===== config.mk =====
export PLATFORM = sky130hd
export DESIGN_NAME = fixed3_mad_scheduler
export DESIGN_NICKNAME = d
export VERILOG_FILES = /design/src/rtl/fixed3_mad_scheduler_pkg.sv /design/src/rtl/fixed3_mad_scheduler_rr_arbiter.sv /design/src/rtl/fixed3_mad_scheduler.sv
export SDC_FILE = /design/constraint.sdc
export NUM_CORES = 1
export LEC_CHECK = 0
export CELL_PAD_IN_SITES_DETAIL_PLACEMENT = 1
export CELL_PAD_IN_SITES_GLOBAL_PLACEMENT = 1
export CORE_AREA = 4 4 509 511
export CTS_CLUSTER_SIZE = 30
export DETAILED_ROUTE_END_ITERATION = 16
export DIE_AREA = 0 0 513 515
export PLACE_DENSITY = 0.3
export SLEW_MARGIN = 15
export SYNTH_ARGS = -nofsm -noshare
export SYNTH_HDL_FRONTEND = slang
export SYNTH_SLANG_ARGS = --single-unit

===== constraint.sdc =====
create_clock -name clk -period 3.9 [get_ports clk]
set_input_delay 0.39 -clock clk [delete_from_list [all_inputs] [get_ports clk]]
set_output_delay 0.39 -clock clk [all_outputs]
set_load 0.005 [all_outputs]

===== src/rtl/fixed3_mad_scheduler_pkg.sv =====
// Shared fixed-point types and the tag carried alongside each op in the MAD scheduler.
package fixed3_mad_scheduler_pkg;

  localparam int unsigned FIXED_WIDTH = 32;
  localparam int unsigned FIXED_FRAC  = 16;
  // Wide enough for up to 8 requesters.
  localparam int unsigned TAG_ID_W    = 3;

  typedef logic signed [FIXED_WIDTH-1:0] fixed_t;

  typedef struct packed {
    fixed_t x;
    fixed_t y;
    fixed_t z;
  } fixed3_t;

  typedef struct packed {
    logic                valid;
    logic [TAG_ID_W-1:0] id;
  } mad_tag_t;

endpackage


===== src/rtl/fixed3_mad_scheduler_rr_arbiter.sv =====
// Combinational round-robin arbiter: first set req bit at or above ptr, wrapping.
module fixed3_mad_scheduler_rr_arbiter #(
  parameter  int unsigned NUM_REQ = 4,
  localparam int unsigned PTR_W   = (NUM_REQ > 1) ? $clog2(NUM_REQ) : 1
) (
  input  logic [NUM_REQ-1:0] req,
  input  logic [PTR_W-1:0]   ptr,
  output logic [NUM_REQ-1:0] grant_c
);

  logic        found;
  int unsigned idx;

  always_comb begin
    grant_c = '0;
    found   = 1'b0;
    idx     = 0;
    for (int unsigned k = 0; k < NUM_REQ; k++) begin
      idx = (32'(ptr) + k) % NUM_REQ;
      if (!found && req[PTR_W'(idx)]) begin
        grant_c[PTR_W'(idx)] = 1'b1;
        found                = 1'b1;
      end
    end
  end

endmodule


===== src/rtl/fixed3_mad_scheduler.sv =====
// Shares one pipelined Fixed3 multiply-add unit among NUM_REQ requesters and
// routes each result back to its issuer through a latency-matched tag pipe.
module fixed3_mad_scheduler
  import fixed3_mad_scheduler_pkg::*;
#(
  parameter int unsigned NUM_REQ     = 4,
  parameter int unsigned MAD_LATENCY = 1
) (
  input  logic                  clk,
  input  logic                  rst,
  input  logic [NUM_REQ-1:0]    req_valid,
  output logic [NUM_REQ-1:0]    req_ready,
  input  fixed3_t [NUM_REQ-1:0] req_c,
  input  fixed_t  [NUM_REQ-1:0] req_a,
  input  fixed3_t [NUM_REQ-1:0] req_b,
  input  logic                  hold,
  input  logic                  flush,
  output fixed3_t               mad_c,
  output fixed_t                mad_a,
  output fixed3_t               mad_b,
  input  fixed3_t               mad_ov,
  output logic [NUM_REQ-1:0]    res_valid,
  output fixed3_t               res_value,
  output logic                  busy
);

  localparam int unsigned ID_W  = $clog2(NUM_REQ);
  localparam int unsigned CNT_W = $clog2(MAD_LATENCY + 1);

  logic [NUM_REQ-1:0] arb_req;
  logic [NUM_REQ-1:0] grant;
  logic [ID_W-1:0]    ptr;
  logic [ID_W-1:0]    gnt_id;
  logic               gnt_any;
  logic [CNT_W-1:0]   count;
  mad_tag_t           tag_pipe [MAD_LATENCY];
  mad_tag_t           tag_in;
  mad_tag_t           tag_out;

  // No new issue while reset, hold or flush is active.
  assign arb_req = (rst || hold || flush) ? '0 : req_valid;

  fixed3_mad_scheduler_rr_arbiter #(
    .NUM_REQ (NUM_REQ)
  ) u_arb (
    .req     (arb_req),
    .ptr     (ptr),
    .grant_c (grant)
  );

  assign req_ready = grant;
  assign gnt_any   = |grant;

  // Encode the winner and steer its operands to the shared unit.
  always_comb begin
    gnt_id = '0;
    mad_c  = '0;
    mad_a  = '0;
    mad_b  = '0;
    for (int unsigned i = 0; i < NUM_REQ; i++) begin
      if (grant[i]) begin
        gnt_id = ID_W'(i);
        mad_c  = req_c[i];
        mad_a  = req_a[i];
        mad_b  = req_b[i];
      end
    end
  end

  always_comb begin
    tag_in       = '0;
    tag_in.valid = gnt_any;
    tag_in.id    = TAG_ID_W'(gnt_id);
  end

  assign tag_out = tag_pipe[MAD_LATENCY-1];

  always_comb begin
    res_valid = '0;
    for (int unsigned i = 0; i < NUM_REQ; i++) begin
      res_valid[i] = !rst && tag_out.valid && (tag_out.id == TAG_ID_W'(i));
    end
  end

  assign res_value = mad_ov;
  assign busy      = !rst && (count != '0);

  always_ff @(posedge clk) begin
    if (rst) begin
      for (int unsigned i = 0; i < MAD_LATENCY; i++) tag_pipe[i] <= '0;
      ptr   <= '0;
      count <= '0;
    end else if (flush) begin
      for (int unsigned i = 0; i < MAD_LATENCY; i++) tag_pipe[i] <= '0;
      count <= '0;
    end else begin
      tag_pipe[0] <= tag_in;
      for (int unsigned i = 1; i < MAD_LATENCY; i++) tag_pipe[i] <= tag_pipe[i-1];
      if (gnt_any) begin
        ptr <= (gnt_id == ID_W'(NUM_REQ - 1)) ? '0 : gnt_id + ID_W'(1);
      end
      case ({gnt_any, tag_out.valid})
        2'b10:   count <= count + CNT_W'(1);
        2'b01:   count <= count - CNT_W'(1);
        default: ;
      endcase
    end
  end

endmodule


### Yosys cells after proc, flatten, opt, wreduce, memory -nomap -nowiden

Memories as Yosys holds them, arrays and structs flattened.
Index checks and enable logic that the tools add are counted.

| storage, ports and cells | value |
|---|---|
| bits in registers | 3 |
| RAM bits | 3 |
| output and inout port bits | 329 |
| memories | 1 |

| cells by class | value |
|---|---|
| $add $sub $neg | 6 |
| $lt $le $gt $ge | 8 |
| equality and inequality tests | 6 |
| mux-type cells | 53 |
| bitwise logic cells | 4 |
| reduce and logical (&&, ||, !) cells | 26 |

Memories:

| name | words | bits a word | read ports | clocked after memory_dff | wr ports | RTL line | RTL |
|---|---|---|---|---|---|---|---|
| tag_pipe | 1 | 3 | 1 | 0 | 1 | fixed3_mad_scheduler.sv:36 | `mad_tag_t tag_pipe [MAD_LATENCY];` |

Operators by type and width:

| operator | count |
|---|---|
| $mux 96 | 8 |
| $mux 32 | 4 |
| $mux 1 | 22 |
| $mux 4 | 5 |
| $logic_and 1x1->1 | 13 |
| $lt 2x3->1 const B | 4 |
| $or 4x4->4 | 3 |
| $bmux 1 s2 | 4 |
| $demux 1 s2 | 4 |
| $ge 2x1->1 const B | 4 |
| $eq 3x2->1 const B | 2 |
| $mux 2 | 3 |
| $mux 3 | 2 |
| $reduce_or 3->1 | 2 |
| $add 2x1->2 const B | 2 |
| $add 2x2->2 const B | 2 |
| $eq 2x2->1 const B | 2 |
| $logic_not 1->1 | 4 |
| $reduce_or 4->1 | 1 |
| $eq 3x1->1 const B | 1 |
| $logic_not 3->1 | 1 |
| $eq 2x1->1 const B | 1 |
| $logic_or 1x1->1 | 2 |
| $pmux 1 s2 | 1 |
| other kinds (6) | 6 |

### Logic depth before layout (Yosys ltp)

| depth | value |
|---|---|
| word-level depth | 20 |
| mapped depth | 13 |
| mapped depth without buffers | 9 |

### Modules after synthesis

A second synthesis with hierarchy kept.

| unflattened totals | value |
|---|---|
| cell total of the unflattened synthesis | 1196 |
| area total of the unflattened synthesis | 8486.9 um2 |

By module, submodules not included:

| module | times used | cells an instance | area each (um2) |
|---|---|---|---|
| fixed3_mad_scheduler | 1 | 1160 | 8149.1 |
| fixed3_mad_scheduler_rr_arbiter | 1 | 36 | 337.8 |

### Least setup slack after synthesis

No wires, ideal clock.

| path | value |
|---|---|
| kind | reg-to-output |
| start | register ptr[0] |
| end | output mad_c[35] (netlist bit) |
| data arrival time | 3.149 ns |
| data required time | 3.510 ns |
| setup slack | 0.361 ns |
| cell stages (with the launch flop) | 13 |
| buffers on the path | 4 |
| path through | dfxtp_1 buf_4 inv_1 ha_1 mux4_2 nor3b_1 a32o_1 or4_4 nor3b_2 buf_4 buf_6 buf_2 o2bb2ai_1 |

RTL lines:

| element | RTL line | RTL |
|---|---|---|
| start: declaration | fixed3_mad_scheduler.sv:32 | `logic [ID_W-1:0] ptr;` |
| start signal: assignment | fixed3_mad_scheduler.sv:100 | `ptr <= (gnt_id == ID_W'(NUM_REQ - 1)) ? '0 : gnt_id + ID_W'(1);` |
| end: declaration | fixed3_mad_scheduler.sv:18 | `output fixed3_t mad_c,` |

==> results.txt <==
- The flow ran to the end, but the final reports show violations.
* Violated checks: negative setup slack
- Global-route congestion overflow total: 0
* Start-to-end type of the worst setup path: flop to primary output
- Measured slew at the worst slew-check pin: 750.7 ps
* Final design area excluding fillers: 27,470 sq um
* Uppermost routed layer: met5
- The number of antenna violations at the first check in global routing was 233.
- Setup violations remaining at the end of the flow were counted as 205.
- Compared with the post-synthesis result, the final layout area differs by 306.9%.
* Drc violations: 0
- The die is 515 um tall.
- The final number of hold-violating endpoints came to 0.
* Global-route usage over all layers: 0.1429
* Cell Area, Placed: 24,090 sq um
- Leakage component of the power: 9.190 nW
- Dividing the detail-routed wire length by the instance count gives 35.74 um.
- Summing over every cut layer, the via total after detailed routing is 15,650.
- Via count of the first global-routing pass: 16,500
- Data required time of the critical path: 3510 ps
* Count of boundary I/O pins: 1,329
- Entering global routing, the biggest net connects 64 pins.
- Synth top cells by count: nor2_1, a221oi_1, o2bb2ai_1, buf_4, clkbuf_1
- Max Clk Rate: 243.0 MHz
- The worst setup path is captured at a primary output.
- Cell Area, Synth: 6750 sq um
- Register-to-register setup slack: 800 ps
- Number of distinct library cell variants in the gate-level netlist after synthesis: 44
- Summed over all layers, the routed wires come to 201,100 um.
- Most frequent cell after synthesis: nor2_1
- Max capacitance violation total: 0
* Sequential-to-total area share from yosys stat: 0.02224
- The die is 513 um wide.
* Sort of element at the start of the critical path: flop
- DRT iter0 DRCs: 895
* Buffer depth of the longest clock path: 2
- In this run the core area contains 185 standard-cell rows.
- Max-slew headroom: 0.4995
* TritonCTS clock tree: built
- DP HPWL: 183,000 um
- After the last flow step, the layout net total stands at 3,221.
* Post-synthesis sequential element count: 6
* Length of routed met2 wiring: 90,020 um
- Synth area leaders: a221oi_1, o2bb2ai_1, nor2_1
* Number of fillers in the final layout: 29,790
- Residual antenna-violating net count after detailed routing: 0
- Core region area: 253,900 sq um
- Data on the critical path arrives at its endpoint at 3730 ps.
- Of the available clock period, the critical path in the final layout requires 1.055.
- Port Buf Inserts: 1,136
- Counting flops with an async set or reset pin after synthesis yields a share of 0.
* Number of enable-type register cells in the synthesized netlist: 3
* Largest fanout of any net on the critical path: 5
- Across all setup checks in the final design, the least slack found is -215.5 ps.
- Counting every instance in the synthesized netlist gives 972.
- In the final layout, the share of cells above drive strength 1 is 0.3406.
* CTS sink cnt: 6
* Clock root cell: clkbuf_16
- First-pass GRT wire length: 236,600 um
- Power density over the cells: 102.6 nW/um^2
* Overall die area: 264,200 sq um
- Clock Pin Slew Worst Setup and Hold Paths: 30 ps
* Setup TNS after final layout: -23,400 ps
- The later pin in the worst-skew pair is clocked with a latency of 230 ps.
* Most frequently used flop master after synthesis: edfxtp_1
- Class of the most critical hold timing path: flop to flop
* Yosys warns: 0
- The share of synthesized area in the top cell type comes to 0.2906.
- Starting density of the core: 0.02658
- Clock H-tree levels: 1
- Unrepaired setup endpoints after global routing: yes
- Layout Skew: 5.140 ps
- The worst path in the final design needs a cycle of 4115 ps, including I/O delays and setup.
* RD Place Congestion: 0.8985
- Wire length on met3: 30,180 um
- For this block, wires on met1 add up to 75,740 um.
* Dominant cell type by area after synthesis: a221oi_1
- The worst-case IR drop observed on VDD is 0.0001179 V.
* Via count normalized by instance count: 2.783
- TritonCTS created 3 clock buffers.
* Count of pins over their slew limit: 0
- For this run, the detailed router's first-pass iteration total came to 5.
- Averaged over all synthesized cells, the footprint is 6.945 sq um.
-- sequential cells by signal, summed over array words and instances, names as in the netlist --
name and count:
ptr 2, tag_pipe 3, count 1
-- power by group --
part | switching, W | internal [W]
Combinational | 0.00101 | 0.00155
Clock | 0.0000403 | 0.000136
Sequential | 0.00000406 | 0.0000727
-- what timing repair did --
item	4_1_cts	5_1_grt
hold buffers	0	0
endpoints found under the setup margin	225	224
gates resized for setup	633	343
setup buffers	35	31
hold endpoints to repair	0	0
cloned	8	5
pin swaps	4	5
-- layer usage --
| metal | track usage | vias up |
|---|---|---|
| li1 | - | 6461 |
| met1 | 0.1600 | 7337 |
| met2 | 0.2342 | 1291 |
| met3 | 0.09355 | 392 |
| met4 | 0.01297 | 172 |
| met5 | 0.001096 | - |
-- logic make-up (layout without fill, tap and decap cells) --
logic type	after synthesis	count (layout)	share of synthesized area
AOI/OAI and AO/OA	464	464	0.6006
xor gates and xnor gates	1	1	0.001298
adders and majority gates	6	6	0.01112
buffers and inverters	227	1467	0.1900
DFF	6	6	0.02224
muxes	4	4	0.01168
other	1	48	0.0005555
and+or+nand+nor	263	263	0.1626
-- cells in the final DEF (no fill, tap or decap), types with 45 or more instances in the layout --
master and n:
clkdlybuf4s50_1 908, nor2_1 230, buf_4 218, a221oi_1 193, buf_12 117, buf_2 95, o2bb2ai_4 84, o2bb2ai_2 77
o2bb2ai_1 63, buf_6 61, diode_2 45
-- final cells by class --
type | count | area [sq um] | area share
inverters | 7 | 46.29 | 0.001685
diodes | 45 | 112.6 | 0.004100
multi-input cells | 741 | 7709 | 0.2807
clock buffers | 4 | 78.83 | 0.002870
well taps | 3366 | 4212 | 0.1533
repair buffers | 1456 | 15160 | 0.5518
flip-flops and latches | 6 | 152.6 | 0.005558
-- path summary, 6_finish.rpt --
check / startpoint / endpoint / cells past startpoint
max: ptr[0] / mad_b[12] / 14
min: count / count / 2
max reg2reg: ptr[0] / count / 9
min reg2reg: count / count / 2
-- critical path: stages, from the launching register on --
cell,delay (ps)
dfxtp_2,340
inv_2,60
ha_4,280
mux4_2,520
nor3b_4,180
a32o_2,230
or4_4,520
nor3b_4,270
buf_12,170
buf_6,150
buf_16,160
buf_8,130
o2bb2ai_2,110
buf_6,130
clkdlybuf4s15_2,210
-- stage by stage --
stage               std cells  hold WS [ps]  power [W]  setup WS (ps)  utilization
floorplan                 974         462.8  0.0004963          361.3            -
global placement         5513         601.9   0.002408         -740.3      0.09488
detailed placement       5513         614.2   0.002400         -721.6      0.09488
CTS                      5560         622.0   0.002733         -311.9       0.1019
global route             5590         686.2   0.002952         -340.9       0.1078
finish                   5625         614.6   0.002818         -215.5       0.1082
Note: power is estimated with default switching activity, not from simulation.
